`src/rtl/jpeg_pkg.sv`:
```
// Shared constants and types for the JPEG entropy-data path.
package jpeg_pkg;

  localparam logic [7:0] JPEG_MARKER_PREFIX = 8'hFF;
  localparam logic [7:0] JPEG_STUFF_BYTE    = 8'h00;

  localparam int BIT_WINDOW_WIDTH = 16;
  localparam int BIT_BUFFER_WIDTH = 32;

  typedef enum logic [1:0] {
    BR_IDLE,
    BR_FETCH,
    BR_DRAIN,
    BR_DONE
  } bit_reader_state_t;

endpackage

```
`src/rtl/byte_unstuffer.sv`:
```
// Removes 0xFF 0x00 stuffing from a byte stream and flags the first real marker.
module byte_unstuffer
  import jpeg_pkg::*;
(
  input  logic       clk,
  input  logic       rst,
  input  logic       clr,
  input  logic       in_valid,
  input  logic [7:0] in_byte,
  output logic       out_valid,
  output logic [7:0] out_byte,
  output logic       marker,
  output logic [7:0] marker_code,
  output logic       pending,
  output logic       pending_next
);

  logic pending_q;

  always_comb begin
    out_valid    = 1'b0;
    out_byte     = in_byte;
    marker       = 1'b0;
    pending_next = pending_q;
    if (in_valid) begin
      if (pending_q) begin
        if (in_byte == JPEG_STUFF_BYTE) begin
          out_valid    = 1'b1;
          out_byte     = JPEG_MARKER_PREFIX;
          pending_next = 1'b0;
        end else if (in_byte != JPEG_MARKER_PREFIX) begin
          // 0xFF 0xFF is a fill byte: stay pending until a real code arrives
          marker       = 1'b1;
          pending_next = 1'b0;
        end
      end else if (in_byte == JPEG_MARKER_PREFIX) begin
        pending_next = 1'b1;
      end else begin
        out_valid = 1'b1;
      end
    end
  end

  assign marker_code = in_byte;
  assign pending     = pending_q;

  always_ff @(posedge clk) begin
    if (rst || clr) pending_q <= 1'b0;
    else            pending_q <= pending_next;
  end

endmodule

```
`src/rtl/ram_bit_reader.sv`:
```
// Reads scan bytes from RAM, unstuffs them and serves an MSB-first bit window.
//   state    | meaning
//   BR_IDLE  | waiting for start
//   BR_FETCH | issuing RAM reads, filling the bit buffer
//   BR_DRAIN | no more reads; downstream consumes what is left
//   BR_DONE  | buffer empty, scan finished
module ram_bit_reader
  import jpeg_pkg::*;
#(
  parameter int ADDRESS_WIDTH = 16
) (
  input  logic                     clk,
  input  logic                     rst,
  input  logic                     start,
  input  logic [ADDRESS_WIDTH-1:0] start_address,
  input  logic [ADDRESS_WIDTH-1:0] end_address,
  output logic                     ram_ce,
  output logic [ADDRESS_WIDTH-1:0] ram_address,
  input  logic [7:0]               ram_data,
  output logic [15:0]              bits_out,
  output logic [5:0]               bits_available,
  input  logic                     consume,
  input  logic [4:0]               consume_count,
  output logic                     busy,
  output logic                     done,
  output logic                     marker_found,
  output logic [7:0]               marker_code,
  output logic                     error
);

  localparam logic [ADDRESS_WIDTH:0] ADDR_ONE = 1;

  bit_reader_state_t state_q, state_d;

  logic [BIT_BUFFER_WIDTH-1:0] shift_q, shift_d, shift_consumed;
  logic [5:0]                  fill_q, fill_d, fill_consumed;
  logic [6:0]                  fill_ahead;
  logic [ADDRESS_WIDTH:0]      next_addr_q;
  logic [ADDRESS_WIDTH-1:0]    end_q, ram_address_q;
  logic                        ram_ce_q, rd_valid_q;
  logic                        error_q, marker_found_q;
  logic [7:0]                  marker_code_q;
  logic                        consume_ok, consume_bad, past_end, issue, dangling;

  logic       us_in_valid, us_out_valid, us_marker, us_pending, us_pending_next;
  logic [7:0] us_out_byte, us_marker_code;

  assign us_in_valid = rd_valid_q && (state_q == BR_FETCH);

  byte_unstuffer u_unstuffer (
    .clk          (clk),
    .rst          (rst),
    .clr          (start),
    .in_valid     (us_in_valid),
    .in_byte      (ram_data),
    .out_valid    (us_out_valid),
    .out_byte     (us_out_byte),
    .marker       (us_marker),
    .marker_code  (us_marker_code),
    .pending      (us_pending),
    .pending_next (us_pending_next)
  );

  always_comb begin
    consume_ok  = consume && (consume_count != 5'd0) && (consume_count <= 5'd16)
                  && ({1'b0, consume_count} <= fill_q);
    consume_bad = consume && !consume_ok;

    shift_consumed = consume_ok ? (shift_q << consume_count) : shift_q;
    fill_consumed  = consume_ok ? (fill_q - {1'b0, consume_count}) : fill_q;

    shift_d = shift_consumed;
    fill_d  = fill_consumed;
    if (us_out_valid) begin
      shift_d = shift_consumed
                | ({us_out_byte, {(BIT_BUFFER_WIDTH-8){1'b0}}} >> fill_consumed);
      fill_d  = fill_consumed + 6'd8;
    end

    past_end   = next_addr_q > {1'b0, end_q};
    fill_ahead = {1'b0, fill_d} + (ram_ce_q ? 7'd8 : 7'd0);
    // With an 0xFF pending and its successor already in flight, hold off so
    // nothing past a marker is ever read.
    issue = (state_q == BR_FETCH) && !past_end && !us_marker
            && !(us_pending_next && ram_ce_q) && (fill_ahead <= 7'd24);
    dangling = (state_q == BR_FETCH) && past_end && !ram_ce_q && !rd_valid_q
               && us_pending;
  end

  always_comb begin
    state_d = state_q;
    unique case (state_q)
      BR_IDLE, BR_DONE: state_d = state_q;
      BR_FETCH:
        if (us_marker || (past_end && !ram_ce_q && !rd_valid_q)) state_d = BR_DRAIN;
      BR_DRAIN:
        if (fill_q == 6'd0) state_d = BR_DONE;
      default: state_d = BR_IDLE;
    endcase
    if (start) state_d = BR_FETCH;
  end

  always_ff @(posedge clk) begin
    if (rst) state_q <= BR_IDLE;
    else     state_q <= state_d;
  end

  always_ff @(posedge clk) begin
    if (rst) begin
      shift_q        <= '0;
      fill_q         <= '0;
      next_addr_q    <= '0;
      end_q          <= '0;
      ram_address_q  <= '0;
      ram_ce_q       <= 1'b0;
      rd_valid_q     <= 1'b0;
      error_q        <= 1'b0;
      marker_found_q <= 1'b0;
      marker_code_q  <= '0;
    end else if (start) begin
      shift_q        <= '0;
      fill_q         <= '0;
      rd_valid_q     <= 1'b0;
      error_q        <= 1'b0;
      marker_found_q <= 1'b0;
      marker_code_q  <= '0;
      end_q          <= end_address;
      if (start_address <= end_address) begin
        ram_ce_q      <= 1'b1;
        ram_address_q <= start_address;
        next_addr_q   <= {1'b0, start_address} + ADDR_ONE;
      end else begin
        ram_ce_q    <= 1'b0;
        next_addr_q <= {1'b0, start_address};
      end
    end else begin
      shift_q    <= shift_d;
      fill_q     <= fill_d;
      rd_valid_q <= ram_ce_q;
      ram_ce_q   <= issue;
      if (issue) begin
        ram_address_q <= next_addr_q[ADDRESS_WIDTH-1:0];
        next_addr_q   <= next_addr_q + ADDR_ONE;
      end
      if (consume_bad || dangling) error_q <= 1'b1;
      if (us_marker) begin
        marker_found_q <= 1'b1;
        marker_code_q  <= us_marker_code;
      end
    end
  end

  assign ram_ce         = ram_ce_q;
  assign ram_address    = ram_address_q;
  assign bits_out       = shift_q[BIT_BUFFER_WIDTH-1 -: BIT_WINDOW_WIDTH];
  assign bits_available = fill_q;
  assign busy           = (state_q == BR_FETCH) || (state_q == BR_DRAIN);
  assign done           = (state_q == BR_DONE);
  assign marker_found   = marker_found_q;
  assign marker_code    = marker_code_q;
  assign error          = error_q;

endmodule

```
`config.mk`:
```
export PLATFORM = sky130hd
export DESIGN_NAME = ram_bit_reader
export DESIGN_NICKNAME = d
export VERILOG_FILES = /design/src/rtl/jpeg_pkg.sv /design/src/rtl/byte_unstuffer.sv /design/src/rtl/ram_bit_reader.sv
export SDC_FILE = /design/constraint.sdc
export NUM_CORES = 1
export LEC_CHECK = 0
export CORE_MARGIN = 3
export CORE_UTILIZATION = 45
export CTS_CLUSTER_DIAMETER = 100
export DETAILED_ROUTE_END_ITERATION = 12
export PLACE_DENSITY = 0.74
export SLEW_MARGIN = 25
export SYNTH_ARGS = -nofsm -noshare
export SYNTH_HDL_FRONTEND = slang
export SYNTH_SLANG_ARGS = --single-unit
```
`constraint.sdc`:
```
create_clock -name clk -period 7.7 [get_ports clk]
set_clock_uncertainty 0.2 [all_clocks]
set_input_delay 0.77 -clock clk [delete_from_list [all_inputs] [get_ports clk]]
set_output_delay 0.77 -clock clk [all_outputs]
set_load 0.01 [all_outputs]
```
## Word-level counts from Yosys, hierarchy flattened

Cells that the tools add are included.

| word-level totals | value |
|---|---|
| register bits | 102 |
| bits in latches | 0 |
| RAM bits | 0 |
| ROM bits | 0 |
| bits of input ports | 49 |
| output and inout bits | 51 |
| logic and storage cells | 107 |
| memories | 0 |

| cells by class | value |
|---|---|
| $add $sub $neg | 5 |
| $mul | 0 |
| divide/modulo/power cells | 0 |
| order comparisons | 5 |
| eq/ne operators | 11 |
| shifts and indexed selects | 2 |
| multiplexer cells | 33 |
| bitwise logic cells | 2 |
| reductions and logical operators | 36 |

Operator list:

| cell | count |
|---|---|
| 32-bit two-way mux | 2 |
| 17-bit two-way mux | 3 |
| 16-bit two-way mux | 3 |
| 32-bit bitwise OR | 1 |
| 32-bit by 5-bit left shift with 32-bit output | 1 |
| 32-bit by 6-bit right shift with 32-bit output | 1 |
| 8-bit two-way mux | 3 |
| 16-bit by 1-bit adder with 17-bit output, second input constant | 1 |
| 17-bit by 1-bit adder with 17-bit output, second input constant | 1 |
| 17-bit by 16-bit > comparator with 1-bit output | 1 |
| 16-bit less-or-equal comparator | 1 |
| 1-bit logical AND | 16 |
| 1-bit two-way mux | 16 |
| 6-bit two-way mux | 2 |
| 8-bit equality test, second input constant | 1 |
| 8-bit logical NOT | 1 |
| 8-bit inequality test, second input constant | 1 |
| 6-bit by 4-bit adder with 7-bit output | 1 |
| 7-bit by 5-bit less-or-equal comparator with 1-bit output, second input constant | 1 |
| 6-bit by 4-bit adder with 6-bit output, second input constant | 1 |
| 5-bit by 6-bit less-or-equal comparator with 1-bit output | 1 |
| 1-bit logical NOT | 6 |
| 6-bit logical NOT | 1 |
| 3-bit AND reduction | 2 |
| 18 further kinds | 26 |

## Logic depth before layout (Yosys ltp)

Gate-level depths: netlist (run 1).

| depth | value |
|---|---|
| depth in word-level cells | 12 |
| mapped depth | 21 |

## Cells and area by module

Synthesis (run 1) repeated with hierarchy kept, for this count alone.

| unflattened totals | value |
|---|---|
| cells, all modules | 977 |
| area total of the unflattened synthesis | 8169.1 um^2 |

Modules (own cells, without submodules):

| module | instances | cells an instance | area an instance (um^2) |
|---|---|---|---|
| ram_bit_reader | 1 | 946 | 7917.6 |
| byte_unstuffer | 1 | 31 | 251.5 |

## Worst setup path after synthesis (run 1)

No wires, ideal clock.

| timing path | value |
|---|---|
| kind | in2reg |
| start point | in consume_count[2] |
| end point | reg next_addr_q[4] |
| library setup time | 122 ps |
| data arrival time | 5302 ps |
| slack | 2076 ps |
| stages on the path | 19 |
| buffers on the path | 4 |
| cell sequence | inv_1 > buf_1 > clkbuf_1 > ha_1 > nand3_1 > o21ba_2 > a21oi_4 > mux2i_1 > inv_1 > clkbuf_1 > ha_1 > nand2b_1 > o21a_1 > ha_1 > xnor3_1 > buf_6 > nor4b_4 > a31oi_1 > o311a_1 |

| between the ends | value |
|---|---|
| longest elaborated chain between the ends | 11 |

RTL lines:

| what | line | RTL |
|---|---|---|
| start, declared | ram_bit_reader.sv:23 | `input logic [4:0] consume_count,` |
| parallel branches: the longest is 4 deep, another holds 5-bit less-or-equal comparator | n/a |  |
| 6-bit two-way mux * | ram_bit_reader.sv:70 | `fill_consumed = consume_ok ? (fill_q - {1'b0, consume_count}) : fill_q;` |
| 6-bit by 4-bit adder with 6-bit output | ram_bit_reader.sv:77 | `fill_d = fill_consumed + 6'd8;` |
| 6-bit two-way mux * | ram_bit_reader.sv:74 | `if (us_out_valid) begin` |
| net fill_d[4] | ram_bit_reader.sv:36 | `logic [5:0] fill_q, fill_d, fill_consumed;` |
| 6-bit by 4-bit adder with 7-bit output * | ram_bit_reader.sv:81 | `fill_ahead = {1'b0, fill_d} + (ram_ce_q ? 7'd8 : 7'd0);` |
| 7-bit by 5-bit less-or-equal comparator with 1-bit output * | ram_bit_reader.sv:85 | `&& !(us_pending_next && ram_ce_q) && (fill_ahead <= 7'd24);` |
| 1-bit logical AND * | ram_bit_reader.sv:85 |  |
| 2-bit nonzero test (no line) * | n/a |  |
| end signal, assigned | ram_bit_reader.sv:131 | `next_addr_q <= {1'b0, start_address} + ADDR_ONE;` |
| end signal, assigned | ram_bit_reader.sv:134 | `next_addr_q <= {1'b0, start_address};` |
| end signal, assigned | ram_bit_reader.sv:143 | `next_addr_q <= next_addr_q + ADDR_ONE;` |
| end, declared | ram_bit_reader.sv:38 | `logic [ADDRESS_WIDTH:0] next_addr_q;` |

Mark *: on every way through the listed nets, which the timed path passes.
A chain may end at the register's enable or synchronous reset.

## Worst setup path in the final report (run 1)

| timing path | value |
|---|---|
| start point | in consume_count[4] |
| end point | reg next_addr_q[11] |

Same word-level chain as after synthesis.

==> flow_metrics.env, run 1 <==
export IMPL_status="complete, no violations"
export IMPL_synth_simple_area_share=0.200
export IMPL_synthFlopType="dfxtp_1"
export IMPL_swShare=0.317
export IMPL_period_share=0.865
export IMPL_clockBufferDepth=2
export IMPL_vias=8652
export IMPL_rsz0062_at_grt="no"
export IMPL_crit_fanout=23
export IMPL_power_switching_mw=0.433
export IMPL_muxShareOfSynthArea=0.134
export IMPL_synthArstFlopShare=0
export IMPL_synth_compound_area_frac=0.253
export IMPL_gp_congestion=0.980
export IMPL_tightest_slew_ps=1050
export IMPL_required_ps=7740
export IMPL_wire_per_inst_um=21.2
export IMPL_internal_power_mw=0.931
export IMPL_synthAdderAreaFrac=0.0687
export IMPL_start_util=0.465
export IMPL_antenna_found_initial=0
export IMPL_p_leak_nw=3.69
export IMPL_die_area_sq_um=20500
export IMPL_clock_sinks=102
export IMPL_rr_worst_depth=17
export IMPL_critPathLaunch="consume_count[4]"
export IMPL_die_height_um=143
export IMPL_clk_pin_slew_ps=70
export IMPL_synth_cell_types=83
export IMPL_finalSetupViolCount=0
export IMPL_finalCriticalPeriod_ps=6660
export IMPL_dp_hpwl_um=21000
export IMPL_dp_cells=1312
export IMPL_r2r_end="next_addr_q[11]"
export IMPL_cts_tree="built"
export IMPL_tns_ps=0
export IMPL_cp_start_kind="primary input"
export IMPL_pwr_density_cell_nw_per_um2=139
export IMPL_synth_xor_area_frac=0.0274
export IMPL_hp_class="flip-flop to flip-flop"
export IMPL_cts_root_buffer="clkbuf_16"
export IMPL_drc=0
export IMPL_fin_cells=1328
export IMPL_avgSynthCellArea_sq_um=8.07
export IMPL_diodes=0
export IMPL_die_x_um=143
export IMPL_crit_arrival_ps=6700
export IMPL_post_cts_buffers=0
export IMPL_cp_endpoint="next_addr_q[11]"
export IMPL_cts_resized=0
export IMPL_final_common_cell="nand2_1"
export IMPL_io_pins=100
export IMPL_reg2reg_from="bits_available[0]"
export IMPL_grt_max_degree=49
export IMPL_ant_nets=0
export IMPL_synth_area_sq_um=8490
export IMPL_crit_path_end_kind="flip-flop"
export IMPL_grt_overflow_total=0
export IMPL_ctsHtreeMaxLevel=3
export IMPL_seqPwrFrac=0.421
export IMPL_synthCells=1052
export IMPL_power_frac_comb=0.219
export IMPL_ys_ff_latch=102
export IMPL_yosysSeqAreaShare=0.241
export IMPL_grt_pass1_vias=8047
export IMPL_drt_wl_total_um=28100
export IMPL_worst_r2r_setup_slack_ps=2010
export IMPL_area_growth_pct=15.2
export IMPL_synth_warnings=0
export IMPL_layout_setup_ws_ps=1040
export IMPL_max_freq_mhz=150
export IMPL_ir_drop_mv=0.106
export IMPL_max_cap_violations=0
export IMPL_drt_iter0_drc=902
export IMPL_clkPwrFrac=0.361
export IMPL_via_per_inst=6.52
export IMPL_fin_nets=1189
export IMPL_grt_pass1_wl_um=44200
export IMPL_track_usage=0.270
export IMPL_synth_top_family_by_area="compound AO/OA/AOI/OAI gates"
export IMPL_final_cell_mix="112 x nand2_1, 102 x dfxtp_1, 96 x clkdlybuf4s50_1"
export IMPL_drive_gt1_frac=0.0755
export IMPL_coreArea_sq_um=18300
export IMPL_final_util=0.535
export IMPL_io_buffers=99
export IMPL_slew_violations=0
export IMPL_postCtsHoldBufs=0
export IMPL_synth_edf_count=0
export IMPL_cts_made_buffers=9
export IMPL_dr_pass1_iters=5
export IMPL_slew_headroom=0.301
export IMPL_clkLatencyLatePin_ps=370
export IMPL_row_count=49
export IMPL_criticalPathCategory="primary input to flip-flop"
export IMPL_hold_viol=0
export IMPL_place_ws_ps=832
export IMPL_syn_nets=1147
synthesized netlist by cell type, types with 21 or more instances:
cell,count,share of area
a211oi_1,21,0.019
ha_1,45,0.066
nor2_1,82,0.036
nand3_1,29,0.017
dfxtp_1,102,0.24
clkbuf_1,48,0.021
o21ai_0,41,0.024
nand2_1,112,0.050
mux2i_1,57,0.067
and3_1,23,0.017
a21oi_1,59,0.035
a22oi_1,25,0.022
o211ai_1,24,0.021
inv_1,65,0.029
registers in the layout, summed over array words and instances, names as in the netlist:
signal and count:
shift_q 32, next_addr_q 17, end_q 16, ram_address 16, marker_code 8, bits_available 6, state_q 2, error 1
marker_found 1, ram_ce 1, rd_valid_q 1, u_unstuffer.pending 1
layer usage:
metal | wire length [um] | global-route usage
met5 | 0 | 0
met4 | 910 | 0.0956
met3 | 2250 | 0.0413
met2 | 13200 | 0.452
met1 | 11700 | 0.355
stage by stage:
step | hold slack (ps) | cell area, sq um | total power, mW
2_1_floorplan | 245 | 8490 | 0.765
3_3_place_gp | 238 | 9470 | 0.874
3_5_place_dp | 246 | 9480 | 0.879
4_1_cts | 256 | 9780 | 1.36
5_1_grt | 292 | 9780 | 1.42
6_report | 248 | 9780 | 1.36
critical path, stage by stage:
cell and delay, ps:
clkdlybuf4s50_1 460, buf_4 250, inv_1 300, ha_1 490, nand3_1 210, o21ba_2 300
a21oi_4 360, mux2i_1 300, inv_1 260, ha_1 350, nand2b_1 150, o21a_1 160
ha_1 220, xnor3_1 1080, nor2_2 300, and4_1 310, a2111oi_1 390
area by class of cell:
| type | instances | area, sq um |
|---|---|---|
| repair buffers | 114 | 1090 |
| fillers | 1704 | 8490 |
| inverters | 66 | 248 |
| well taps | 229 | 287 |
| clock inverters | 7 | 80.1 |
| multi-input cells | 801 | 5810 |
| flip-flops and latches | 102 | 2040 |
| clock buffers | 9 | 225 |
how the worst min path moves through the flow:
stage	depth (start not counted)	slack (ps)	from	to
after CTS	2	260	marker_found	marker_found
after global routing	2	290	marker_code[6]	marker_code[6]
final	2	250	marker_found	marker_found
after global placement	2	240	marker_found	marker_found
after detailed placement	2	250	marker_found	marker_found
after floorplan	2	240	shift_q[31]	shift_q[31]
power groups by stage:
stage / registers, mW / clock network [mW] / logic [mW]
3_5_place_dp: 0.585 / 0 / 0.294
2_1_floorplan: 0.580 / 0 / 0.185
4_1_cts: 0.573 / 0.495 / 0.296
5_1_grt: 0.576 / 0.515 / 0.326
6_report: 0.574 / 0.492 / 0.298
3_3_place_gp: 0.585 / 0 / 0.289
cell families (layout without fill, tap and decap cells):
kind of cell	count (synthesis)	in the layout
and+or+nand+nor	342	342
AOI/OAI and AO/OA	302	302
buffers and inverters	149	196
muxes	86	86
adders and majority gates	46	46
xor gates and xnor gates	25	25
DFF	102	102
Power figures use the tool's default switching activity.
==> run 2, diff against run 1 <==
--- a/config.mk
+++ b/config.mk
@@ -11,5 +11,4 @@
 export DETAILED_ROUTE_END_ITERATION = 12
 export PLACE_DENSITY = 0.74
-export SLEW_MARGIN = 25
 export SYNTH_ARGS = -nofsm -noshare
 export SYNTH_HDL_FRONTEND = slang
==> constraint.sdc (replaced) <==
create_clock -name clk -period 7.7 [get_ports clk]
set_clock_uncertainty 0.2 [all_clocks]
set_input_delay 2.31 -clock clk [delete_from_list [all_inputs] [get_ports clk]]
set_output_delay 2.31 -clock clk [all_outputs]
set_load 0.01 [all_outputs]
==> flow_metrics.env, run 2 (synthesis results as in run 1) <==
export IMPL_slew_violations=0
export IMPL_drive_gt1_frac=0.0805
export IMPL_tns_ps=0
export IMPL_crit_arrival_ps=7170
export IMPL_start_util=0.465
export IMPL_clkLatencyLatePin_ps=370
export IMPL_placed_area_sq_um=9520
export IMPL_rr_worst_depth=19
export IMPL_period_share=0.922
export IMPL_final_cell_mix="112 x nand2_1, 102 x dfxtp_1, 96 x clkdlybuf4s50_1"
export IMPL_die_area_sq_um=20500
export IMPL_dp_cells=1319
export IMPL_status="complete, no violations"
export IMPL_drc=0
export IMPL_cts_root_buffer="clkbuf_16"
export IMPL_ant_nets=0
export IMPL_fin_cells=1335
export IMPL_criticalPathCategory="primary input to flip-flop"
export IMPL_cts_resized=0
export IMPL_track_usage=0.273
export IMPL_gp_congestion=0.951
export IMPL_cts_made_buffers=9
export IMPL_required_ps=7780
export IMPL_ctsHtreeMaxLevel=3
export IMPL_wire_per_inst_um=21.2
export IMPL_slew_headroom=0.209
export IMPL_grt_pass1_wl_um=44900
export IMPL_hold_ws_ps=250
export IMPL_finalCriticalPeriod_ps=7100
export IMPL_diodes=0
export IMPL_pwr_density_cell_nw_per_um2=140
export IMPL_crit_fanout=16
export IMPL_tightest_slew_ps=1180
export IMPL_grt_max_degree=49
export IMPL_worst_r2r_setup_slack_ps=2690
export IMPL_final_area_sq_um=9840
export IMPL_max_freq_mhz=141
export IMPL_die_x_um=143
export IMPL_largest_reg_flops=32
export IMPL_fin_nets=1196
export IMPL_reg2reg_from="bits_available[0]"
export IMPL_top_register="shift_q"
export IMPL_hold_viol=0
export IMPL_post_cts_buffers=0
export IMPL_drt_wl_total_um=28400
export IMPL_finalSetupViolCount=0
export IMPL_row_count=49
export IMPL_ir_drop_mv=0.117
export IMPL_postCtsHoldBufs=0
export IMPL_drt_iter0_drc=1175
export IMPL_cp_endpoint="ram_address[7]"
export IMPL_rsz0062_at_grt="no"
export IMPL_die_height_um=143
export IMPL_via_per_inst=6.60
export IMPL_clk_pin_slew_ps=70
export IMPL_cp_start_kind="primary input"
export IMPL_top_regs="shift_q x32, next_addr_q x17"
export IMPL_clockBufferDepth=2
export IMPL_crit_path_end_kind="flip-flop"
export IMPL_final_common_cell="nand2_1"
export IMPL_clock_sinks=102
export IMPL_grt_overflow_total=0
export IMPL_dr_pass1_iters=6
export IMPL_hp_class="flip-flop to flip-flop"
export IMPL_cts_tree="built"
export IMPL_p_leak_nw=3.74
export IMPL_io_pins=100
export IMPL_antenna_found_initial=0
export IMPL_r2r_end="ram_address[7]"
export IMPL_max_cap_violations=0
export IMPL_dp_hpwl_um=21000
export IMPL_io_buffers=99
export IMPL_coreArea_sq_um=18300
export IMPL_grt_pass1_vias=8171
export IMPL_area_growth_pct=15.9
export IMPL_critPathLaunch="consume_count[2]"
export IMPL_vias=8808
export IMPL_fillers=1726
==> run 2: changes by cell type in the layout (fill, tap and decap cells not counted), sizes merged <==
cell,before,now
clkinvlp,4,1
buf,18,25
inv,68,69
clkinv,0,2
==> run 2: through the flow <==
step / util / total power [mW] / worst slack, ps
final: 0.539 / 1.38 / 604
after CTS: 0.539 / 1.38 / 650
after floorplan: - / 0.765 / 536
after global routing: 0.539 / 1.43 / 289
after global placement: 0.521 / 0.878 / 397
after detailed placement: 0.521 / 0.882 / 292
==> run 2: metal layers <==
layer / wire length (um) / vias to the layer above / track usage
met5: 0 / - / 0
met1: 11600 / 4148 / 0.371
met2: 13000 / 530 / 0.431
met3: 2680 / 94 / 0.0539
li1: - / 4036 / -
met4: 1160 / 0 / 0.107
==> run 2: cell type report <==
type                            instances  area (sq um)  share of cell area
Tap cell                              229           287              0.0291
Timing Repair Buffer                  121          1140               0.116
Clock inverter                          7          91.3             0.00928
Multi-Input combinational cell        801          5810               0.590
Sequential cell                       102          2040               0.208
Clock buffer                            9           225              0.0229
Inverter                               66           248              0.0252
==> run 2: where the power goes <==
group / leakage (nW) / switching, mW / internal [mW]
logic: 2.76 / 0.175 / 0.127
clock network: 0.151 / 0.242 / 0.261
registers: 0.833 / 0.0258 / 0.549
==> run 2: how the worst min path moves through the flow <==
stage                    from              to  slack, ps  cells after the start
2_1_floorplan     shift_q[31]     shift_q[31]        240                      2
3_3_place_gp   marker_code[7]  marker_code[7]        240                      2
3_5_place_dp     marker_found    marker_found        250                      2
4_1_cts          marker_found    marker_found        260                      2
5_1_grt          marker_found    marker_found        290                      2
6_report         marker_found    marker_found        250                      2
==> run 2: worst max-delay path: stages <==
cell and delay, ps:
clkdlybuf4s50_1 620, inv_1 100, ha_1 350, nand3_1 190, o21ba_2 300, a21oi_4 280, mux2i_1 260, inv_1 60
buf_4 180, ha_1 290, nand2b_1 160, o21a_1 130, ha_1 290, o2111ai_1 100, nand3_1 520, nor2_1 370
nand2_1 340, o221ai_1 310
